==> src/rtl/agex_muldiv_seq_pkg.sv <==
// agex_muldiv_seq_pkg: RV32M funct3 codes, sequencer states and widths
// shared by the iterative multiply/divide unit in AGEX.
package agex_muldiv_seq_pkg;

    localparam int DBITS      = 32;
    localparam int REGNOBITS  = 5;
    localparam int MD_CNTBITS = $clog2(DBITS);

    localparam logic [2:0] MD_MUL    = 3'd0;
    localparam logic [2:0] MD_MULH   = 3'd1;
    localparam logic [2:0] MD_MULHSU = 3'd2;
    localparam logic [2:0] MD_MULHU  = 3'd3;
    localparam logic [2:0] MD_DIV    = 3'd4;
    localparam logic [2:0] MD_DIVU   = 3'd5;
    localparam logic [2:0] MD_REM    = 3'd6;
    localparam logic [2:0] MD_REMU   = 3'd7;

    typedef enum logic [1:0] {
        MD_IDLE = 2'd0,
        MD_CALC = 2'd1,
        MD_FIX  = 2'd2,
        MD_DONE = 2'd3
    } md_state_e;

    function automatic logic md_is_div(input logic [2:0] op);
        return op[2];
    endfunction

    function automatic logic md_sgn_a(input logic [2:0] op);
        return (op == MD_MULH) || (op == MD_MULHSU) ||
               (op == MD_DIV)  || (op == MD_REM);
    endfunction

    function automatic logic md_sgn_b(input logic [2:0] op);
        return (op == MD_MULH) || (op == MD_DIV) || (op == MD_REM);
    endfunction

endpackage

==> src/rtl/agex_muldiv_seq_step.sv <==
// muldiv_step: one iteration of the shared datapath, either a shift-add
// multiply step or a restoring-divide step ({remainder, quotient} in acc).
module muldiv_step #(
    parameter int XLEN = 32
) (
    input  logic              i_is_div,
    input  logic [2*XLEN-1:0] i_acc,
    input  logic [2*XLEN-1:0] i_mcand,
    input  logic [XLEN-1:0]   i_mplr,
    output logic [2*XLEN-1:0] o_acc,
    output logic [2*XLEN-1:0] o_mcand,
    output logic [XLEN-1:0]   o_mplr
);

    logic [XLEN:0]   w_rsh;
    logic [XLEN-1:0] w_diff;
    logic [XLEN-1:0] w_rem_nx;
    logic            w_ge;

    always_comb begin
        // remainder < divisor, so the shifted value always fits XLEN+1 bits
        w_rsh    = {i_acc[2*XLEN-1:XLEN], i_mcand[XLEN-1]};
        w_ge     = w_rsh >= {1'b0, i_mplr};
        w_diff   = w_rsh[XLEN-1:0] - i_mplr;
        w_rem_nx = w_ge ? w_diff : w_rsh[XLEN-1:0];
        o_mcand  = i_mcand << 1;
        if (i_is_div) begin
            o_acc  = {w_rem_nx, i_acc[XLEN-2:0], w_ge};
            o_mplr = i_mplr;
        end else begin
            o_acc  = i_mplr[0] ? (i_acc + i_mcand) : i_acc;
            o_mplr = i_mplr >> 1;
        end
    end

endmodule

==> src/rtl/agex_muldiv_seq.sv <==
// agex_muldiv_seq: bit-serial RV32M multiply/divide sequencer for AGEX.
// Optional MULDIV_EARLY_OUT_EN ends multiplies once the multiplier drains.
module agex_muldiv_seq
    import agex_muldiv_seq_pkg::*;
#(
    parameter int XLEN  = DBITS,
    parameter int RBITS = REGNOBITS
) (
    input  logic             clk,
    input  logic             reset,
    input  logic             req_valid,
    output logic             req_ready,
    input  logic [2:0]       req_op,
    input  logic [XLEN-1:0]  req_a,
    input  logic [XLEN-1:0]  req_b,
    input  logic [RBITS-1:0] req_rd,
    input  logic             kill,
    output logic             stall_out,
    output logic             busy,
    output logic             resp_valid,
    input  logic             resp_ready,
    output logic [XLEN-1:0]  resp_data,
    output logic [RBITS-1:0] resp_rd
);

    localparam int CW = $clog2(XLEN);
    localparam logic [XLEN-1:0] MINV = {1'b1, {(XLEN-1){1'b0}}};

    md_state_e         r_state, w_state_nx;
    logic [CW-1:0]     r_cnt;
    logic [2:0]        r_op;
    logic [RBITS-1:0]  r_rd;
    logic              r_sa, r_sb;
    logic [2*XLEN-1:0] r_acc, r_mcand, w_acc_nx, w_mcand_nx;
    logic [XLEN-1:0]   r_mplr, w_mplr_nx;
    logic [XLEN-1:0]   r_resp_data;
    logic              r_resp_valid;

    logic              w_accept, w_sa, w_sb, w_div0, w_ovf, w_special;
    logic              w_is_div, w_last;
    logic [XLEN-1:0]   w_mag_a, w_mag_b, w_spec_data, w_fix;
    logic [2*XLEN-1:0] w_prod;
    logic [XLEN-1:0]   w_quot, w_rem;

    assign w_accept  = (r_state == MD_IDLE) & req_valid & ~kill;
    assign w_sa      = md_sgn_a(req_op) & req_a[XLEN-1];
    assign w_sb      = md_sgn_b(req_op) & req_b[XLEN-1];
    assign w_mag_a   = w_sa ? -req_a : req_a;
    assign w_mag_b   = w_sb ? -req_b : req_b;
    assign w_div0    = md_is_div(req_op) & (req_b == '0);
    assign w_ovf     = ((req_op == MD_DIV) | (req_op == MD_REM)) &
                       (req_a == MINV) & (req_b == '1);
    assign w_special = w_div0 | w_ovf;

    always_comb begin
        if (w_div0)
            w_spec_data = req_op[1] ? req_a : '1;
        else
            w_spec_data = req_op[1] ? '0 : MINV;
    end

    assign w_is_div = md_is_div(r_op);

    muldiv_step #(.XLEN(XLEN)) u_step (
        .i_is_div (w_is_div),
        .i_acc    (r_acc),
        .i_mcand  (r_mcand),
        .i_mplr   (r_mplr),
        .o_acc    (w_acc_nx),
        .o_mcand  (w_mcand_nx),
        .o_mplr   (w_mplr_nx)
    );

`ifdef MULDIV_EARLY_OUT_EN
    assign w_last = (r_cnt == CW'(XLEN-1)) |
                    (~w_is_div & (w_mplr_nx == '0));
`else
    assign w_last = (r_cnt == CW'(XLEN-1));
`endif

    assign w_prod = (r_sa ^ r_sb) ? -r_acc : r_acc;
    assign w_quot = (r_sa ^ r_sb) ? -r_acc[XLEN-1:0] : r_acc[XLEN-1:0];
    assign w_rem  = r_sa ? -r_acc[2*XLEN-1:XLEN] : r_acc[2*XLEN-1:XLEN];

    always_comb begin
        w_fix = w_prod[XLEN-1:0];
        unique case (1'b1)
            r_op == MD_MUL:             w_fix = w_prod[XLEN-1:0];
            ~r_op[2] & (r_op != MD_MUL): w_fix = w_prod[2*XLEN-1:XLEN];
            r_op[2] & ~r_op[1]:          w_fix = w_quot;
            r_op[2] & r_op[1]:           w_fix = w_rem;
        endcase
    end

    always_comb begin
        w_state_nx = r_state;
        unique case (r_state)
            MD_IDLE: if (w_accept)
                         w_state_nx = w_special ? MD_DONE : MD_CALC;
            MD_CALC: if (w_last) w_state_nx = MD_FIX;
            MD_FIX:  w_state_nx = MD_DONE;
            MD_DONE: if (resp_ready) w_state_nx = MD_IDLE;
            default: w_state_nx = MD_IDLE;
        endcase
        // a flush always wins, including over a DONE handshake
        if (kill) w_state_nx = MD_IDLE;
    end

    always_ff @(posedge clk or negedge reset) begin
        if (!reset) r_state <= MD_IDLE;
        else        r_state <= w_state_nx;
    end

    always_ff @(posedge clk or negedge reset) begin
        if (!reset) begin
            r_cnt        <= '0;
            r_op         <= MD_MUL;
            r_rd         <= '0;
            r_sa         <= 1'b0;
            r_sb         <= 1'b0;
            r_acc        <= '0;
            r_mcand      <= '0;
            r_mplr       <= '0;
            r_resp_data  <= '0;
            r_resp_valid <= 1'b0;
        end else begin
            r_resp_valid <= (w_state_nx == MD_DONE);
            unique case (r_state)
                MD_IDLE: if (w_accept) begin
                    r_op    <= req_op;
                    r_rd    <= req_rd;
                    r_sa    <= w_sa;
                    r_sb    <= w_sb;
                    r_cnt   <= '0;
                    r_acc   <= '0;
                    r_mcand <= {{XLEN{1'b0}}, w_mag_a};
                    r_mplr  <= w_mag_b;
                    if (w_special) r_resp_data <= w_spec_data;
                end
                MD_CALC: begin
                    r_acc   <= w_acc_nx;
                    r_mcand <= w_mcand_nx;
                    r_mplr  <= w_mplr_nx;
                    r_cnt   <= r_cnt + CW'(1);
                end
                MD_FIX:  r_resp_data <= w_fix;
                default: ;
            endcase
        end
    end

    assign req_ready  = (r_state == MD_IDLE);
    assign busy       = (r_state != MD_IDLE);
    assign resp_valid = r_resp_valid;
    assign resp_data  = r_resp_data;
    assign resp_rd    = r_rd;
    assign stall_out  = ((r_state == MD_IDLE) & req_valid) |
                        (r_state == MD_CALC) | (r_state == MD_FIX) |
                        ((r_state == MD_DONE) & ~resp_ready);

endmodule

==> config.mk <==
export PLATFORM = sky130hd
export DESIGN_NAME = agex_muldiv_seq
export DESIGN_NICKNAME = d
export VERILOG_FILES = /design/src/rtl/agex_muldiv_seq_pkg.sv /design/src/rtl/agex_muldiv_seq_step.sv /design/src/rtl/agex_muldiv_seq.sv
export SDC_FILE = /design/constraint.sdc
export NUM_CORES = 1
export LEC_CHECK = 0
export CAP_MARGIN = 0
export CORE_ASPECT_RATIO = 0.8
export CORE_MARGIN = 5
export CORE_UTILIZATION = 55
export CTS_CLUSTER_DIAMETER = 120
export DETAILED_ROUTE_END_ITERATION = 10
export PLACE_DENSITY = 0.78
export RECOVER_POWER = 50
export SKIP_LAST_GASP = 1
export SYNTH_ARGS = -nofsm -noshare
export SYNTH_HDL_FRONTEND = slang
export SYNTH_SLANG_ARGS = --single-unit
==> constraint.sdc <==
create_clock -name clk -period 3.6 [get_ports clk]
set_input_delay 1.08 -clock clk [delete_from_list [all_inputs] [get_ports clk]]
set_output_delay 1.08 -clock clk [all_outputs]
set_load 0.05 [all_outputs]
==> Word-level counts from Yosys, hierarchy flattened <==
Index checks and enable logic that the tools add are counted.
{ "totals": {"register_bits": 210, "inputBits": 77, "output_inout_bits": 41, "elab_cells": 103} }
{ "op_classes": {"add_sub_neg": 8, "order_cmp": 1, "eq_ne": 15, "muxes": 30, "bitwise_logic": 21, "reduce_logical": 17} }
{ "ops": {"columns": ["operator", "count"], "rows": [
  ["32-bit two-way mux", 12],
  ["64-bit two-way mux", 5],
  ["64-bit one-hot mux with 2 select lines", 2],
  ["32-bit negation", 4],
  ["32-bit one-hot mux with 2 select lines", 2],
  ["32-bit one-hot mux with 4 select lines", 1],
  ["64-bit adder", 1],
  ["32-bit == test (second input constant)", 2],
  ["64-bit negation", 1],
  ["33-bit by 32-bit greater-or-equal comparator with 1-bit output", 1],
  ["32-bit zero test", 1],
  ["32-bit subtractor", 1],
  ["1-bit AND", 11],
  ["2-bit two-way mux", 5],
  ["5-bit one-hot mux with 2 select lines", 1],
  ["3-bit AND reduction", 3],
  ["2-bit one-hot mux with 4 select lines", 1],
  ["2-bit == test (second input constant)", 3],
  ["3-bit == test (second input constant)", 2],
  ["2-bit nonzero test", 3],
  ["5-bit by 1-bit adder with 5-bit output (second input constant)", 1],
  ["5-bit == test (second input constant)", 1],
  ["1-bit logical OR", 5],
  ["5-bit two-way mux", 1],
  ["other kinds (13)", 22]
]} }

==> Depth between registers and ports, before layout <==
Gate-level depths: netlist (run 1).
{ "depth": {"word_depth": 10, "depth_mapped": 14, "mapped_depth_nobuf": 14} }

==> By module <==
A second synthesis (run 1) with hierarchy kept.
{ "unflattened": {"cells_unflattened": 2989, "area_unflattened_um2": 21778.4} }
{ "by_module_without_submodules": {"columns": ["module", "n_inst", "cells_per_inst", "area_per_inst_um2", "seq_area_each_um2"], "rows": [
  ["agex_muldiv_seq", 1, 1728, 13756.9, 5255.0],
  ["muldiv_step", 1, 1261, 8021.4, 0.0]
]} }

==> Worst setup path before layout (run 1) <==
OpenSTA, ideal clock, no wires.
{ "synth_path": {"path_type": "input to register", "start": "input port req_b[4]", "end": "register r_resp_data[20], in the netlist resp_data[20]", "setup_time_ns": 0.125, "t_arrival_ns": 3.645, "required_ns": 3.475, "setup_slack_ns": -0.170, "stages": 10, "n_path_buf": 1, "path_cell_list": "or4_1 > nor4_1 > nand4_1 > or4_1 > nor2_2 > a31o_1 > a21oi_1 > nor2_1 > buf_4 > mux2_2"} }
{ "synth_via": {"elab_chain_cells": 6, "word_cells_on_any_way": 11, "classes_between": "2 x eq/ne; 4 x mux; 3 x bitwise; 2 x reduce/logical"} }
{ "synth_rtl": {"columns": ["element", "line", "source"], "rows": [
  ["start: declaration", "agex_muldiv_seq.sv:15", "input logic [XLEN-1:0] req_b,"],
  ["32-bit zero test", "agex_muldiv_seq.sv:50", "assign w_div0 = md_is_div(req_op) & (req_b == '0);"],
  ["1-bit AND", "agex_muldiv_seq.sv:50", null],
  ["32-bit two-way mux", "agex_muldiv_seq.sv:56", "if (w_div0)"],
  ["32-bit two-way mux", "agex_muldiv_seq.sv:138", "if (w_special) r_resp_data <= w_spec_data;"],
  ["32-bit two-way mux", "agex_muldiv_seq.sv:129", "MD_IDLE: if (w_accept) begin"],
  ["32-bit one-hot mux with 2 select lines", "agex_muldiv_seq.sv:128", "unique case (r_state)"],
  ["end signal: assignment", "agex_muldiv_seq.sv:138", null],
  ["end signal: assignment", "agex_muldiv_seq.sv:146", "MD_FIX: r_resp_data <= w_fix;"],
  ["end: declaration", "agex_muldiv_seq.sv:36", "logic [XLEN-1:0] r_resp_data;"]
]} }
Parallel ways exist; a longest one is shown, timed or not. The select of a mux whose other input is x is not followed.
A chain may end at the register's enable or synchronous reset.

==> Final worst setup path (run 1) <==
{ "layout_path": {"start": "register r_acc[18]", "end": "register r_resp_data[27], in the netlist resp_data[27]"} }
{ "layout_via": {"elab_chain_cells": 4, "word_cells_on_any_way": 6, "classes_between": "2 x add/sub; 4 x mux"} }
{ "layout_rtl": {"columns": ["element", "line", "source"], "rows": [
  ["start: declaration", "agex_muldiv_seq.sv:34", "logic [2*XLEN-1:0] r_acc, r_mcand, w_acc_nx, w_mcand_nx;"],
  ["start signal: assignment", "agex_muldiv_seq.sv:141", "r_acc <= w_acc_nx;"],
  ["64-bit negation or 32-bit negation (tied branches)", "agex_muldiv_seq.sv:81, agex_muldiv_seq.sv:82", null],
  ["64-bit two-way mux or 32-bit two-way mux (tied branches)", "agex_muldiv_seq.sv:81, agex_muldiv_seq.sv:82", null],
  ["32-bit one-hot mux with 4 select lines (*)", "agex_muldiv_seq.sv:87", "unique case (1'b1)"],
  ["32-bit one-hot mux with 2 select lines (*)", "agex_muldiv_seq.sv:128", null]
]} }
Every way passes the cells marked *; elsewhere a longest branch is shown, timed or not.

==> results of run 1 <==
-- registers in the layout, summed over array words and instances (netlist names) --
signal      count
r_sb            1
resp_data      32
resp_valid      1
r_mplr         32
r_sa            1
r_op            3
resp_rd         5
r_mcand        64
r_cnt           5
r_state         2
r_acc          64
-- worst min-delay path, delay by kind of cell (launching register included) --
kind / cells / cell delay [ps]
AOI/OAI and AO/OA: 1 / 60
DFF: 1 / 360
and+or+nand+nor: 1 / 50
-- synth_stat cells, drive strengths merged, types with 23 or more instances --
cell	n	share of area (%)
a21o	51	2.0
a21oi	238	6.3
buf	23	0.55
nand2b	23	0.76
o21ai	326	8.7
ha	102	6.8
nand4	34	1.1
nand3	47	1.3
dfrtp	210	28
xor2	89	4.1
clkbuf	136	2.7
xnor2	106	4.9
a22oi	47	1.9
a31oi	44	1.5
inv	85	1.7
nor3	41	1.1
nor4	24	0.80
o211ai	29	1.2
mux2i	28	1.5
nand2	309	6.2
nor2	193	3.9
or3	42	1.5
-- routing by layer --
layer,global-route usage [%],wire [um],up-vias
met5,0,0,-
met4,8.00,1780,0
met3,12.6,10900,126
met2,50.4,28600,1357
met1,58.5,32900,9998
li1,-,-,9652
-- per-stage QoR --
step / total power, W / setup TNS, ps / utilization, %
6_report: 0.0183 / 0 / 69.5
5_1_grt: 0.0193 / -330 / 69.5
4_1_cts: 0.0176 / -28.5 / 68.8
3_5_place_dp: 0.0148 / -19930 / 66.2
3_3_place_gp: 0.0146 / -16000 / 66.2
2_1_floorplan: 0.0106 / -5.26 / -
-- layout make-up --
cell class / count / area [um2] / share of cell area (%)
Timing Repair Buffer: 423 / 3530 / 15.1
Clock buffer: 33 / 726 / 3.10
Tap cell: 434 / 543 / 2.32
Clock inverter: 10 / 120 / 0.513
Multi-Input combinational cell: 2041 / 12900 / 55.1
Inverter: 86 / 323 / 1.38
Sequential cell: 210 / 5260 / 22.5
-- cell usage in the layout, fill, tap and decap left out, drive strengths merged, types with 7 or more instances in the layout --
cell type / n
nor2b: 21
clkinv: 7
nor2: 193
o311ai: 8
nand2: 309
dfrtp: 210
a211oi: 12
inv: 86
nand4: 34
a22o: 11
clkbuf: 40
o41ai: 13
o221ai: 15
and3: 11
a21o: 51
mux2i: 28
a31oi: 44
or3: 42
o21a: 11
or4: 21
ha: 102
o21ai: 326
clkdlybuf4s50: 110
o21bai: 21
o211ai: 29
mux2: 7
nand2b: 23
xor2: 89
a21oi: 238
a22oi: 47
a221oi: 12
nor4: 24
or2: 7
xnor2: 106
buf: 301
nor3: 41
o31ai: 17
o22ai: 13
nand3: 47
-- worst paths after layout --
| check | from | end | slack, ps | cells after the start |
|---|---|---|---|---|
| max in group asynchronous | reset | r_mcand[19]$_DFFE_PN0P_ | 750 | 2 |
| min in group asynchronous | reset | r_mcand[60]$_DFFE_PN0P_ | 1040 | 1 |
| max reg2reg | r_acc[18]$_DFFE_PN0P_ | resp_data[27]$_DFFE_PN0P_ | 20 | 8 |
| min | r_mplr[2]$_DFFE_PN0P_ | r_mplr[2]$_DFFE_PN0P_ | 500 | 2 |
| max | r_acc[18]$_DFFE_PN0P_ | resp_data[27]$_DFFE_PN0P_ | 20 | 8 |
| min reg2reg | r_mplr[2]$_DFFE_PN0P_ | r_mplr[2]$_DFFE_PN0P_ | 500 | 2 |
-- report_power, final --
part           leakage, nW  internal (W)  switching [W]
clock                0.418       0.00156        0.00110
combinational         7.15       0.00477        0.00710
sequential            2.71       0.00294       0.000846
total                 10.3       0.00926        0.00904
-- cell families (layout without fill, tap and decap cells) --
kind of cell	after synthesis	in the layout	share of synthesized area [%]
xor gates and xnor gates	195	195	9.08
DFF	210	210	27.9
and+or+nand+nor	796	796	19.7
muxes	35	35	1.91
adders and majority gates	104	104	7.00
buffers and inverters	245	552	4.98
AOI/OAI and AO/OA	911	911	29.4
-- what timing repair did --
item	CTS	global route
gates resized for setup	10	54
cloned	0	0
endpoints found under the hold margin	0	0
pin swaps	0	19
setup buffers	0	10
endpoints found under the setup margin	9	55
==> run_results.csv, run 1 <==
group,metric,value,unit
worst_setup_path,cp-start-kind,"flip-flop",
synthesis,async_flop_share,100,%
synthesis,synth_top_flop_cell,"dfrtp_1",
power_and_ir_drop,leakage,10.3,nW
layout,syn2layout_area_growth,24.4,%
die,boundaryPins,118,
die,chipHeight,175,um
drt,vias_per_cell,6.53,
placed_design,place_area,22300,um2
placed_design,post-place-ws,-542,ps
power_and_ir_drop,p_per_area,782,nW/um2
cts,holdBufCountCts,0,
worst_setup_path,worstPathRequired,4000,ps
synthesis,netlist_instances,2496,
synthesis,yosysSeqAreaShare,27.9,%
cts,cts_tree,"built",
worst_setup_path,end_kind,"flip-flop",
sta,worst_clock_skew,25.5,ps
sta,post-route-period-util,99.4,%
worst_hold_path,hp-class,"reg -> reg",
die,start_util,55.8,%
synthesis,synth_edf_count,0,
worst_setup_path,max_stage_delay,560,ps
layout,fin_area,23400,um2
worst_setup_path,crit_chain,"or4_4 > or4_4 > or3_1 > o41ai_2 > a22oi_1 > or3_1 > o2111ai_1 > a31oi_1",
layout,insertedDiodeCount,0,
run,maxCapViolCount,1,
placed_design,hpwl,57300,um
worst_setup_path,worst-path-buf-inv,0,
global_route,grt_pass1_wl,114000,um
layout,final_cells,3237,
sta,slew_headroom,-24.5,%
global_route,grt_pass1_vias,19641,
synthesis,synth_cell_type_count,81,
cts,cts_root_buf,"clkbuf_16",
global_route,antenna_found_initial,0,
placed_design,dp.cells,3184,
sta,setup_ws,20.6,ps
synthesis,synth_seq_cells,210,
die,core,33700,um2
die,die_w,217,um
layout,nNetsFinal,2967,
synthesis,synth_area_per_cell,7.54,um2
drt,drtIter0Drc,2819,
layout,drive_gt1_share,15.2,%
cts,cts.path.max_buffers,3,
global_route,overflow,0,
outcome,violations,"max-capacitance violations, max-slew violations",
synthesis,ys_warn_count,0,
sta,worst_pin_slew,1870,ps
worst_setup_path,worstPathMaxFanout,5,
cts,cts_buffers,24,
drt,ant_nets,0,
outcome,run_status,"finished, violations left",
cts,cts_sinks,210,
worst_setup_path,crit_slowest_cell,"or4_4",
power_and_ir_drop,vdd_drop_max,0.547,mV
global_route,globalRouteTotalUtil,37.7,%
cts,clk_pin_slew,70,ps
sta,whs,502,ps
sta,final_max_slew_viol_count,69,
sta,fmax,279,MHz
sta,hold_viol_final,0,
global_route,grt_start_max_net_pins,86,
sta,layout_min_cycle_time,3580,ps
synthesis,syn_area,18800,um2
drt,drc,0,
cts,clk_latency,550,ps
drt,vias,21133,
synthesis,synth_fp_nets,2677,
sta,grt_setup_unrepaired,"true",
placed_design,place_congestion,1.03,
placed_design,portBuffers,117,
cts,h-tree-depth,1,
worst_setup_path,worst-endpoint-arrival,3980,ps
sta,setup_viol,0,
die,fp-row-count,60,
worst_setup_path,path_class,"reg -> reg",
drt,wirelength,74200,um
drt,wl_per_cell,22.9,um
drt,drt_first_pass_iters,7,
worst_setup_path,crit_family,"simple AND/OR/NAND/NOR gates",
die,die-area,38000,um2
layout,num-fill-cells,2795,
(Power assumes the default switching activity.)
==> inputs of run 2 (changes only) <==
TNS_END_PERCENT = 10   (was default)
==> run 2 against run 1 <==
The flow finishes with violations (max-capacitance violations, max-slew violations, negative setup slack); global-route usage about the same; worst setup slack worse by 22 ps; total power barely moved; critical path depth increased by 5; clock skew fell by 0.56 ps; worst hold slack worse by 1.6 ps.
==> run_results.csv, run 2 (synthesis results as in run 1) <==
group,metric,value,unit
die,core,33700,um2
worst_setup_path,worstPathMaxFanout,5,
layout,final_common_cell,"nand2_1",
layout,drive_gt1_share,15.0,%
worst_setup_path,r2r_cells,13,
sta,worst_pin_slew,1860,ps
worst_setup_path,max_stage_delay,480,ps
sta,grt_setup_unrepaired,"true",
sta,setup_viol,1,
outcome,run_status,"finished, violations left",
power_and_ir_drop,leakage,10.3,nW
power_and_ir_drop,vdd_drop_max,0.546,mV
worst_setup_path,worstPathRequired,4020,ps
placed_design,dp.cells,3184,
cts,holdBufCountCts,0,
die,die_w,217,um
layout,insertedDiodeCount,0,
sta,worst_clock_skew,24.9,ps
outcome,violations,"max-capacitance violations, max-slew violations, negative setup slack",
global_route,overflow,0,
cts,cts_root_buf,"clkbuf_16",
sta,post-route-period-util,100,%
drt,vias,21137,
cts,cts_buffers,24,
sta,layout_min_cycle_time,3600,ps
sta,slew_headroom,-24.2,%
run,maxCapViolCount,1,
worst_setup_path,end_kind,"flip-flop",
worst_hold_path,hold_end,"r_mplr[2]$_DFFE_PN0P_",
drt,drt_first_pass_iters,6,
placed_design,place_congestion,1.03,
worst_hold_path,hp-class,"reg -> reg",
cts,cts_sinks,210,
cts,cts.path.max_buffers,3,
placed_design,hpwl,57300,um
worst_hold_path,hp-start,"r_mplr[2]$_DFFE_PN0P_",
worst_setup_path,cp-start-kind,"flip-flop",
die,fp-row-count,60,
drt,drtIter0Drc,2749,
sta,whs,501,ps
worst_setup_path,crit_slowest_cell,"dfrtp_1",
sta,setup_ws,-1.77,ps
global_route,grt_pass1_vias,19637,
layout,final_cell_mix,"nand2_1, buf_4, o21ai_0",
drt,vias_per_cell,6.53,
placed_design,portBuffers,117,
worst_setup_path,r2r-end,"r_acc[56]$_DFFE_PN0P_",
layout,nNetsFinal,2965,
sta,hold_viol_final,0,
worst_setup_path,r2r_start,"r_mcand[12]$_DFFE_PN0P_",
global_route,globalRouteTotalUtil,37.7,%
cts,clk_pin_slew,70,ps
drt,wirelength,74000,um
layout,final_core_util,69.4,%
drt,wl_per_cell,22.9,um
die,die-area,38000,um2
cts,h-tree-depth,1,
worst_hold_path,whs_path_depth,2,
global_route,antenna_found_initial,0,
worst_setup_path,crit_chain,"ha_1 > nand2_1 > nor4_1 > o211ai_1 > a21oi_1 > buf_4 > a22oi_1 > nand2_2 > a41oi_2 > o41ai_2 > buf_4 > mux2i_2 > o21ai_0",
layout,top_regs,"r_acc (64), r_mcand (64)",
drt,drc,0,
worst_setup_path,crit_top_cell,"buf_4",
sta,final_max_slew_viol_count,69,
die,boundaryPins,118,
global_route,grt_pass1_wl,114000,um
drt,ant_nets,0,
worst_setup_path,worst-endpoint-arrival,4020,ps
power_and_ir_drop,p_per_area,783,nW/um2
global_route,grt_start_max_net_pins,86,
worst_setup_path,worst-r2r-setup-slack,-2,ps
layout,final_cells,3235,
die,chipHeight,175,um
cts,clk_latency,550,ps
cts,cts_tree,"built",
die,start_util,55.8,%
sta,fmax,278,MHz
layout,syn2layout_area_growth,24.3,%
worst_setup_path,path_class,"reg -> reg",
[run 2: cell types whose count changed in the layout (fill, tap and decap cells not counted), sizes merged]
| cell | change |
|---|---|
| buf | -1 |
| clkbuf | -1 |
| clkdlybuf4s50 | +1 |
| dlymetal6s2s | -1 |
[run 2: how the worst max path moves through the flow]
stage | slack, ps | cells after the start | from | end
after global placement | -440 | 12 | req_b[4] | resp_data[30]$_DFFE_PN0P_
final | -2 | 13 | r_mcand[12]$_DFFE_PN0P_ | r_acc[56]$_DFFE_PN0P_
after global routing | -90 | 15 | r_acc[0]$_DFFE_PN0P_ | r_acc[56]$_DFFE_PN0P_
after floorplan | -5 | 10 | req_b[4] | resp_data[20]$_DFFE_PN0P_
after detailed placement | -540 | 12 | req_b[4] | resp_data[30]$_DFFE_PN0P_
after CTS | -110 | 15 | r_mcand[31]$_DFFE_PN0P_ | r_acc[62]$_DFFE_PN0P_
[run 2: final cells by class]
cell class                      count  area, um2
Fill cell                        2797      10300
Multi-Input combinational cell   2041      12900
Tap cell                          434        543
Inverter                           86        323
Clock buffer                       33        726
Sequential cell                   210       5260
Timing Repair Buffer              421       3520
Clock inverter                     10        120
[run 2: critical path, delay by kind of cell, from the launching register on]
family                     cells  cell delay, ps
AOI/OAI and AO/OA              6            1180
adders and majority gates      1             420
buffers and inverters          2             360
DFF                            1             480
muxes                          1             280
and+or+nand+nor                3             740
[run 2: timing repair]
action | in CTS | in global routing
setup endpoints to repair | 9 | 57
pin swaps | 0 | 16
buffers inserted | 0 | 8
resized for setup | 4 | 54
[run 2: per-layer routing]
| layer | global-route usage [%] | wire (um) | up-vias |
|---|---|---|---|
| met3 | 12.6 | 11000 | 117 |
| met2 | 50.4 | 28400 | 1343 |
| li1 | - | - | 9657 |
| met4 | 8.00 | 1800 | 0 |
| met5 | 0 | 0 | - |
| met1 | 58.4 | 32800 | 10020 |
[run 2: power breakdown]
part / internal, W / leakage [nW] / switching, W
Combinational: 0.00475 / 7.14 / 0.00709
Clock: 0.00156 / 0.418 / 0.00111
Sequential: 0.00293 / 2.71 / 0.000851
Total: 0.00925 / 10.3 / 0.00905
[run 2: stage by stage]
step	power (W)	TNS [ps]	worst slack [ps]	instance area (um2)
floorplan	0.0106	-5.26	-5.26	18800
global placement	0.0146	-16000	-438	22300
detailed placement	0.0148	-19930	-542	22300
CTS	0.0176	-247	-110	23200
global route	0.0193	-985	-89.6	23400
finish	0.0183	-1.77	-1.77	23400
==> inputs of run 3 (changes only) <==
PLACE_DENSITY = 0.75   (was 0.78)
clock period = 4.32 ns   (was 3.6 ns; I/O delays follow)
==> run 3 against run 2 <==
The flow finishes with violations (max-capacitance violations, max-slew violations); global-route usage decreased by 1.7 points; cell count decreased by 5.9%; critical path depth increased by 3; non-clock buffer count decreased by 198; routed wire length decreased by 3.7%; register-to-register slack improved by 120 ps; sequential share of layout area increased by 1.8 points; first-iteration DRC count increased by 3.7%; sequential cell count unchanged; worst setup slack improved by 120 ps; highest routed layer unchanged.
==> run_results.csv, run 3 (synthesis results as in run 1) <==
group,metric,value,unit
placed_design,place_congestion,1.03,
die,die-area,38000,um2
global_route,antenna_found_initial,1,
die,chipHeight,175,um
sta,worst_clock_skew,22.8,ps
cts,post_cts_resized,0,
worst_hold_path,whs_path_depth,2,
sta,slew_headroom,-64.6,%
worst_setup_path,worst-path-buf-inv,4,
worst_setup_path,crit_family,"compound AO/OA/AOI/OAI gates",
drt,drtIter0Drc,2852,
layout,nNetsFinal,2769,
worst_setup_path,worst-endpoint-arrival,4640,ps
global_route,globalRouteTotalUtil,36.0,%
worst_setup_path,path_class,"reg -> reg",
worst_setup_path,end_kind,"flip-flop",
layout,final_core_util,64.2,%
cts,clk_pin_slew,70,ps
die,core,33700,um2
die,boundaryPins,118,
cts,clk_latency,570,ps
drt,vias,20162,
power_and_ir_drop,vdd_drop_max,0.380,mV
sta,setup_viol,0,
worst_setup_path,crit_cells,16,
sta,fmax,238,MHz
cts,cts_sinks,210,
layout,final_cell_mix,"nand2_1, o21ai_0, a21oi_1",
sta,worst_pin_slew,2470,ps
worst_setup_path,worstPathMaxFanout,3,
cts,cts_root_buf,"clkbuf_16",
layout,drive_gt1_share,6.56,%
worst_setup_path,cp-start-kind,"flip-flop",
sta,final_max_slew_viol_count,87,
cts,cts_buffers,26,
cts,h-tree-depth,1,
global_route,grt_start_max_net_pins,112,
worst_setup_path,worstPathRequired,4760,ps
die,start_util,55.8,%
power_and_ir_drop,finalPower,0.0142,W
cts,holdBufCountCts,0,
layout,top_regs,"r_acc (64), r_mcand (64)",
die,fp-row-count,60,
drt,drt_first_pass_iters,8,
drt,drc,0,
drt,wirelength,71300,um
power_and_ir_drop,p_per_area,654,nW/um2
sta,layout_min_cycle_time,4200,ps
sta,grt_setup_unrepaired,"false",
placed_design,hpwl,54000,um
layout,final_common_cell,"nand2_1",
die,die_w,217,um
placed_design,portBuffers,117,
drt,wl_per_cell,23.4,um
power_and_ir_drop,leakage,9.20,nW
worst_setup_path,r2r_cells,16,
outcome,violations,"max-capacitance violations, max-slew violations",
global_route,overflow,0,
cts,cts_tree,"built",
outcome,run_status,"finished, violations left",
sta,hold_viol_final,0,
worst_setup_path,crit_chain,"inv_1 > ha_1 > inv_1 > fa_1 > a21o_1 > a21o_1 > a2111oi_0 > buf_4 > o211ai_1 > a211oi_1 > buf_4 > a21oi_1 > or4_1 > a31oi_1 > o21a_1 > o211ai_1",
worst_setup_path,max_stage_delay,600,ps
cts,cts_setup_buffers,0,
sta,whs,482,ps
drt,vias_per_cell,6.63,
global_route,grt_pass1_vias,18170,
global_route,grt_pass1_wl,108000,um
sta,post-route-period-util,97.2,%
layout,syn2layout_area_growth,15.1,%
worst_hold_path,hp-class,"reg -> reg",
drt,ant_nets,0,
run,maxCapViolCount,2,
cts,cts.path.max_buffers,3,
worst_setup_path,crit_slowest_cell,"a2111oi_0",
==> run 3: path summary, 6_finish.rpt <==
check,from,endpoint,slack [ps]
worst max-delay path,r_mcand[31]$_DFFE_PN0P_,r_acc[62]$_DFFE_PN0P_,120
worst min-delay path,resp_rd[2]$_DFFE_PN0P_,resp_rd[2]$_DFFE_PN0P_,480
worst max register to register,r_mcand[31]$_DFFE_PN0P_,r_acc[62]$_DFFE_PN0P_,120
worst min register to register,resp_rd[2]$_DFFE_PN0P_,resp_rd[2]$_DFFE_PN0P_,480
max in group asynchronous,reset,r_mcand[13]$_DFFE_PN0P_,720
min in group asynchronous,reset,r_mcand[50]$_DFFE_PN0P_,770
==> run 3: cell type report <==
class	instances	area (um2)
Clock buffer	36	728
Inverter	86	323
Sequential cell	210	5260
Timing Repair Buffer	223	1970
Multi-Input combinational cell	2041	12700
Tap cell	434	543
Clock inverter	12	164
Fill cell	2988	12100
Antenna cell	1	2.50
==> run 3: tightest hold or removal path: cells and delay by family (launching register included) <==
| family | cells | cell delay (ps) |
|---|---|---|
| simple gates | 2 | 100 |
| flops | 1 | 350 |
==> run 3: through the flow <==
step	TNS (ps)	instance area, um2	instances	worst slack, ps
after floorplan	0	18800	2496	334
after global placement	-1350	20800	2994	-140
after detailed placement	-6870	20800	2994	-261
after CTS	0	21700	3042	304
after global routing	0	21600	3042	44.4
final	0	21600	3043	122
==> run 3: power by group <==
group,internal (W),leakage (nW),switching (W)
Clock,0.00137,0.434,0.000944
Combinational,0.00322,6.06,0.00530
Sequential,0.00244,2.71,0.000891
==> run 3: routing by layer <==
layer | share of wire [%] | wire length [um] | global-route usage [%] | vias to the layer above
met5 | 0 | 0 | 0 | -
met1 | 45 | 32400 | 57.2 | 9583
li1 | - | - | - | 9254
met4 | 2.6 | 1870 | 7.44 | 0
met3 | 14 | 10200 | 11.4 | 113
met2 | 38 | 26800 | 47.0 | 1212
